[src/rtl/transform_model_scheduler.sv]
// Transform-pipeline scheduler: walks the model list for one frame, loads each MVP and streams vertices.
// Optional stall counter output enabled by defining TMS_STALL_COUNTER_EN.
module transform_model_scheduler #(
    parameter int DATAWIDTH       = 24,
    parameter int ADDR_WIDTH      = 12,
    parameter int MODEL_IDX_WIDTH = 4
) (
    input  logic                          clk,
    input  logic                          rstn,
    input  logic                          i_start,
    input  logic [MODEL_IDX_WIDTH:0]      i_num_models,
    output logic [MODEL_IDX_WIDTH-1:0]    o_desc_addr,
    input  logic [ADDR_WIDTH-1:0]         i_desc_base,
    input  logic [ADDR_WIDTH-1:0]         i_desc_count,
    output logic                          o_mvp_req,
    input  logic signed [DATAWIDTH-1:0]   i_mvp_matrix [4][4],
    input  logic                          i_mvp_valid,
    output logic signed [DATAWIDTH-1:0]   o_mvp_matrix [4][4],
    output logic                          o_mvp_dv,
    output logic [ADDR_WIDTH-1:0]         o_vtx_addr,
    input  logic signed [DATAWIDTH-1:0]   i_vtx_data [3],
    input  logic                          i_pipe_ready,
    input  logic                          i_pipe_finished,
    output logic signed [DATAWIDTH-1:0]   o_vertex [3],
    output logic                          o_vertex_dv,
    output logic                          o_vertex_last,
    output logic [MODEL_IDX_WIDTH-1:0]    o_model_idx,
    output logic                          o_busy,
    output logic                          o_done,
    output logic [3:0]                    o_dbg_state
`ifdef TMS_STALL_COUNTER_EN
    ,
    output logic [31:0]                   o_stall_cycles
`endif
);

    // Handshakes: o_mvp_req stays high until the cycle i_mvp_valid is seen; i_pipe_ready is
    // sampled only while waiting to issue a vertex read, and an issued read is always delivered.
    typedef enum logic [3:0] {
        S_IDLE     = 4'd0,
        S_DESC_RD  = 4'd1,
        S_DESC_LAT = 4'd2,
        S_MVP_REQ  = 4'd3,
        S_VTX_RD   = 4'd4,
        S_VTX_SEND = 4'd5,
        S_WAIT_FIN = 4'd6,
        S_NEXT     = 4'd7,
        S_DONE     = 4'd8
    } state_t;

    state_t                   state;
    logic [MODEL_IDX_WIDTH:0] num_models_q;
    logic [MODEL_IDX_WIDTH:0] model_idx_q;
    logic [MODEL_IDX_WIDTH:0] model_idx_nxt;
    logic [ADDR_WIDTH-1:0]    count_q;
    logic [ADDR_WIDTH-1:0]    vtx_idx_q;
    logic                     is_last;

    always_comb begin
        model_idx_nxt = model_idx_q + 1'b1;
        is_last       = (vtx_idx_q == (count_q - 1'b1));
    end

    assign o_desc_addr = model_idx_q[MODEL_IDX_WIDTH-1:0];
    assign o_model_idx = model_idx_q[MODEL_IDX_WIDTH-1:0];
    assign o_busy      = (state != S_IDLE);
    assign o_dbg_state = state;

    always_ff @(posedge clk) begin
        if (!rstn) begin
            state         <= S_IDLE;
            num_models_q  <= '0;
            model_idx_q   <= '0;
            count_q       <= '0;
            vtx_idx_q     <= '0;
            o_mvp_req     <= 1'b0;
            o_mvp_dv      <= 1'b0;
            o_vtx_addr    <= '0;
            o_vertex_dv   <= 1'b0;
            o_vertex_last <= 1'b0;
            o_done        <= 1'b0;
            for (int r = 0; r < 4; r++)
                for (int c = 0; c < 4; c++)
                    o_mvp_matrix[r][c] <= '0;
            for (int k = 0; k < 3; k++)
                o_vertex[k] <= '0;
        end else begin
            o_mvp_dv      <= 1'b0;
            o_vertex_dv   <= 1'b0;
            o_vertex_last <= 1'b0;
            o_done        <= 1'b0;
            case (state)
                S_IDLE: begin
                    if (i_start) begin
                        num_models_q <= i_num_models;
                        model_idx_q  <= '0;
                        state        <= (i_num_models == '0) ? S_DONE : S_DESC_RD;
                    end
                end
                S_DESC_RD: state <= S_DESC_LAT;
                S_DESC_LAT: begin
                    // The vertex address register always holds base + index, so the synchronous
                    // memory already has it during VTX_RD and returns data in VTX_SEND.
                    count_q    <= i_desc_count;
                    o_vtx_addr <= i_desc_base;
                    vtx_idx_q  <= '0;
                    if (i_desc_count == '0) begin
                        state <= S_NEXT;
                    end else begin
                        o_mvp_req <= 1'b1;
                        state     <= S_MVP_REQ;
                    end
                end
                S_MVP_REQ: begin
                    if (i_mvp_valid) begin
                        o_mvp_matrix <= i_mvp_matrix;
                        o_mvp_req    <= 1'b0;
                        o_mvp_dv     <= 1'b1;
                        state        <= S_VTX_RD;
                    end
                end
                S_VTX_RD: begin
                    if (i_pipe_ready)
                        state <= S_VTX_SEND;
                end
                S_VTX_SEND: begin
                    o_vertex    <= i_vtx_data;
                    o_vertex_dv <= 1'b1;
                    if (is_last) begin
                        o_vertex_last <= 1'b1;
                        state         <= S_WAIT_FIN;
                    end else begin
                        vtx_idx_q  <= vtx_idx_q + 1'b1;
                        o_vtx_addr <= o_vtx_addr + 1'b1;
                        state      <= S_VTX_RD;
                    end
                end
                S_WAIT_FIN: begin
                    if (i_pipe_finished)
                        state <= S_NEXT;
                end
                S_NEXT: begin
                    model_idx_q <= model_idx_nxt;
                    state       <= (model_idx_nxt == num_models_q) ? S_DONE : S_DESC_RD;
                end
                S_DONE: begin
                    o_done <= 1'b1;
                    state  <= S_IDLE;
                end
                default: state <= S_IDLE;
            endcase
        end
    end

`ifdef TMS_STALL_COUNTER_EN
    // Cycles lost to pipeline backpressure or waiting for the shader to drain; saturating.
    always_ff @(posedge clk) begin
        if (!rstn) begin
            o_stall_cycles <= '0;
        end else if (state == S_IDLE && i_start) begin
            o_stall_cycles <= '0;
        end else if (((state == S_VTX_RD && !i_pipe_ready) || state == S_WAIT_FIN)
                     && o_stall_cycles != 32'hFFFF_FFFF) begin
            o_stall_cycles <= o_stall_cycles + 32'd1;
        end
    end
`endif

endmodule

[config.mk]
export PLATFORM = sky130hd
export DESIGN_NAME = transform_model_scheduler
export DESIGN_NICKNAME = d
export VERILOG_FILES = /design/src/rtl/transform_model_scheduler.sv
export SDC_FILE = /design/constraint.sdc
export NUM_CORES = 1
export LEC_CHECK = 0
export CORE_AREA = 2 2 375 377
export CTS_BUF_LIST = sky130_fd_sc_hd__clkbuf_8
export DETAILED_ROUTE_END_ITERATION = 6
export DIE_AREA = 0 0 377 379
export PLACE_DENSITY_LB_ADDON = 0.3
export SETUP_SLACK_MARGIN = 0.3
export SYNTH_ARGS = -nofsm -noshare
export SYNTH_HDL_FRONTEND = slang
export SYNTH_SLANG_ARGS = --single-unit
[constraint.sdc]
create_clock -name clk -period 6.3 [get_ports clk]
set_clock_uncertainty 0.1 [all_clocks]
set_input_delay 1.26 -clock clk [delete_from_list [all_inputs] [get_ports clk]]
set_output_delay 1.26 -clock clk [all_outputs]
set_load 0.05 [all_outputs]
; Word-level counts from Yosys, hierarchy flattened
; Cells that the tools add are included.
; W data, S select, Z words.
[totals]
ff_bits = 511
[op_classes]
n_addsub = 4
eq_ne = 16
n_mux = 22
reduce_logical = 15
[ops]
columns = cell, count
row1 = $pmux W12 S2, 2
row2 = $pmux W4 S8, 1
row3 = $add A12 B1 Y12 const B, 2
row4 = $mux W12, 2
row5 = $mux W4, 6
row6 = $eq A4 B3 Y1 const B, 4
row7 = $eq A12 B12 Y1, 1
row8 = $logic_not A12 Y1, 1
row9 = $ne A2 B2 Y1 const B, 6
row10 = $reduce_and A2 Y1, 6
row11 = $sub A12 B1 Y12 const B, 1
row12 = $pmux W5 S2, 1
row13 = $eq A4 B2 Y1 const B, 2
row14 = $mux W1, 6
row15 = $reduce_bool A2 Y1, 3
row16 = $add A5 B1 Y5 const B, 1
row17 = $eq A5 B5 Y1, 1
row18 = $logic_not A5 Y1, 1
row19 = $mux W5, 1
row20 = $eq A4 B1 Y1 const B, 1
row21 = $eq A4 B4 Y1 const B, 1
row22 = $logic_not A4 Y1, 1
row23 = $reduce_and A4 Y1, 1
row24 = $reduce_bool A4 Y1, 1
row25 = 4 further kinds, 4

; Logic depth before layout (Yosys ltp)
[logic_depth]
depth_word = 4
ltp_mapped = 11

; Least setup slack after synthesis
; OpenSTA, ideal clock, no wires.
[synth_path]
path_type = register to output
start = register state[1] (netlist: o_dbg_state[1])
end = output o_busy
arrival_time_ns = 1.477
slack_ns = 3.463
path_stages_with_launch = 4
cell_sequence = dfxtp_1 -> buf_1 -> nor2_1 -> nand2_1
[synth_via]
elab_chain_cells = 1
[synth_lines]
columns = item, line
row1 = from (decl), 51  ; state_t state;
row2 = from (signal assigned), 97  ; state <= (i_num_models == '0) ? S_DONE : S_DESC_RD;
row3 = from (signal assigned), 144  ; state <= (model_idx_nxt == num_models_q) ? S_DONE : S_DESC_RD;
row4 = $reduce_bool A4 Y1, 66  ; assign o_busy = (state != S_IDLE);
row5 = to (decl), 28  ; output logic o_busy,
; No other way between the ends.

; Worst setup path after layout
; Same ends and word-level chain as after synthesis.

==> flow_metrics.tcl <==
set metrics [dict create \
    seq_area_frac_synth_pct 54.82 \
    synthArstFlopShare_pct 0 \
    grt_pass1_vias 18860 \
    area_growth_pct 74.34 \
    cts_inserted_buffers 101 \
    clkTransAtPathRegs_ns 0.06 \
    fillers 15360 \
    vias_per_cell 3.804 \
    h-tree-depth 3 \
    post-place-ws_ns 2.636 \
    crit_required_ns 4.94 \
    hold_class "reg2reg" \
    finalCriticalPeriod_ns 4.015 \
    syn-cell-area_um2 18660 \
    die_w_um 377 \
    most-common-layout-cells "clkdlybuf4s50_1 (976), nand2_1 (965), dfxtp_1 (511), a21oi_1 (482), clkbuf_8 (126)" \
    fin_ws_ns 2.285 \
    synth_ff_type "dfxtp_1" \
    drive_gt1_share_pct 5.912 \
    multi_input_area_um2 7694 \
    cts_sinks 511 \
    vias 19760 \
    cap_viol_max_count 0 \
    rows 137 \
    holdPathStages 2 \
    ys_types 63 \
    cp_top_family "buffers and inverters" \
    synth_fp_nets 2878 \
    fin_util_pct 23.43 \
    final.setup.tns_ns 0 \
    drtIter0Drc 1001 \
    worst_ir_drop_vdd_v 0.0001423 \
    synth_area_leaders "dfxtp_1 (55%), nand2_1 (19%), a21oi_1 (13%), clkbuf_1 (3.3%), nor2_1 (0.74%)" \
    rsz0062_at_grt "no" \
    ys_ff_latch 511 \
    synth_top_cell_area_share_pct 54.82 \
    syn_avg_cell_area_um2 7.831 \
    path_cells "nor2_1, nand2_1, clkdlybuf4s50_1" \
    clk_latency_ns 0.78 \
    nets 3807 \
    worst-path-buf-inv 1 \
    end_kind "output port" \
    coreArea_um2 138800 \
    gp_congestion 0.8233 \
    cpMaxStageDelayCell "clkdlybuf4s50_1" \
    synthesis.instances 2383 \
    antenna_found_initial 32 \
    wl_mm 100.4 \
    drc 0 \
    place_inst 5016 \
    holdWs_ns 0.3510 \
    cts_buffer_depth 3 \
    period_share_pct 63.73 \
    final_cells 5193 \
    synth-warning-count 0 \
    grt_pass1_wl_mm 137.2 \
    outcome "complete, no violations" \
    worstPathArrival_ns 2.65 \
    crit_type "reg2out" \
    ctsResizeCount 0 \
    crit_fanout 14 \
    path_depth 3 \
    power_leakage_nw 10.67 \
    postCtsSetupBuffers 0 \
    overflow 0 \
    yosysTopAreaCell "dfxtp_1" \
    dr.pass1.iters 5 \
    slowest_delay_ns 0.90 \
    hold_viol_final 0 \
    ant_nets 0 \
    start_util_pct 13.44 \
    io_buffers 976 \
    cp-start-kind "flip-flop" \
    setup_violations 0 \
    max-slew-margin-rel_pct 22.51 \
    r2r_cells 8 \
    cts_tree "done" \
    tightest_slew_ns 1.162 \
    hpwlAfterDp_mm 76.21 \
    pin_count 977 \
    wl_per_cell_um 19.34 \
    p_per_area_nw_per_um2 269.4 \
    final_common_cell "clkdlybuf4s50_1" \
    max_freq_mhz 249.1 \
    dieArea_um2 142900 \
    grt_max_degree 129 \
    grt_usage_pct 13.26 \
    synth-edff-count 0 \
    die_y_um 379 \
    slew_viol_final 0 \
    clockRootBuffer "clkbuf_8" \
    postCtsHoldBufs 0 \
    final-seq-area_um2 10230 \
]
[worst register-to-register path: cells and delay by family (launching register included)]
family	cells	cell delay, ns
simple gates	2	0.81
xor+xnor	1	0.12
compound gates	3	1.14
flops	1	0.46
buf+inv	1	0.08
fa+ha+maj	1	0.31
[power breakdown]
| group | leakage [nW] | internal, W | switching (W) |
|---|---|---|---|
| sequential | 4.12 | 0.00336 | 0.000109 |
| clock | 1.22 | 0.00209 | 0.00159 |
| combinational | 5.34 | 0.000650 | 0.000969 |
| total | 10.7 | 0.00610 | 0.00267 |
[metrics by stage]
step / area [um^2] / total power, W
after floorplan: 18660 / 0.004375
after global placement: 30360 / 0.005165
after detailed placement: 30360 / 0.005174
after CTS: 32530 / 0.008967
after global routing: 32530 / 0.009188
final: 32540 / 0.008763
[area by class of cell]
class / count / share of cell area (%)
clock buffers: 126 / 5.330
flip-flops and latches: 511 / 31.44
clock inverters: 48 / 1.319
repair buffers: 1008 / 31.15
diodes: 3 / 0.02307
multi-input cells: 1680 / 23.65
inverters: 10 / 0.1384
well taps: 1807 / 6.949
[final timing paths]
| check | from | to | slack, ns |
|---|---|---|---|
| max | o_dbg_state[1] | o_busy | 2.29 |
| min | o_vertex[23] | o_vertex[23] | 0.35 |
| max reg2reg | count_q[0] | o_dbg_state[1] | 3.16 |
| min reg2reg | o_vertex[23] | o_vertex[23] | 0.35 |
[logic make-up after synthesis]
group           count (synthesis)  synth area share [%]
flops                         511                 54.82
fa+ha+maj                       4                0.2682
xor+xnor                       20                 1.012
mux                            12                0.6504
buf+inv                       192                 4.090
compound gates                551                 15.86
simple gates                 1093                 23.30
[state kept, by name, indices dropped and copies added (netlist names)]
| signal | count |
|---|---|
| o_mvp_req | 1 |
| o_done | 1 |
| o_mvp_matrix | 384 |
| vtx_idx_q | 12 |
| num_models_q | 5 |
| o_vertex | 72 |
| count_q | 12 |
| o_vertex_dv | 1 |
| o_dbg_state | 4 |
| o_vertex_last | 1 |
| model_idx_q | 5 |
| o_mvp_dv | 1 |
| o_vtx_addr | 12 |
[per-layer routing]
layer  global-route usage (%)  vias to the layer above  wire (um)
met5                        0                        -        254
met4                    4.777                       42       2594
met3                    4.948                      172       8516
met2                    21.98                      667      47950
met1                    15.56                     9206      41090
li1                         -                     9669          -
[cells in the mapped netlist (4+ instances only)]
cell type	instances
o21ai_0	14
clkbuf_1	165
inv_1	10
o31ai_1	7
buf_4	8
nor2b_1	5
nor4_1	4
ha_1	4
dfxtp_1	511
nand2_1	966
o211ai_1	4
or4_1	6
and3_1	12
a211oi_1	5
nor4b_1	4
a311oi_1	4
nand3_1	20
a21oi_1	482
buf_1	4
xor2_1	6
or2_2	4
nor2_1	37
mux2i_1	11
xnor2_1	13
and2_1	4
a31oi_1	7
nor3_1	15
No activity file was read; power rests on OpenSTA's default activity.
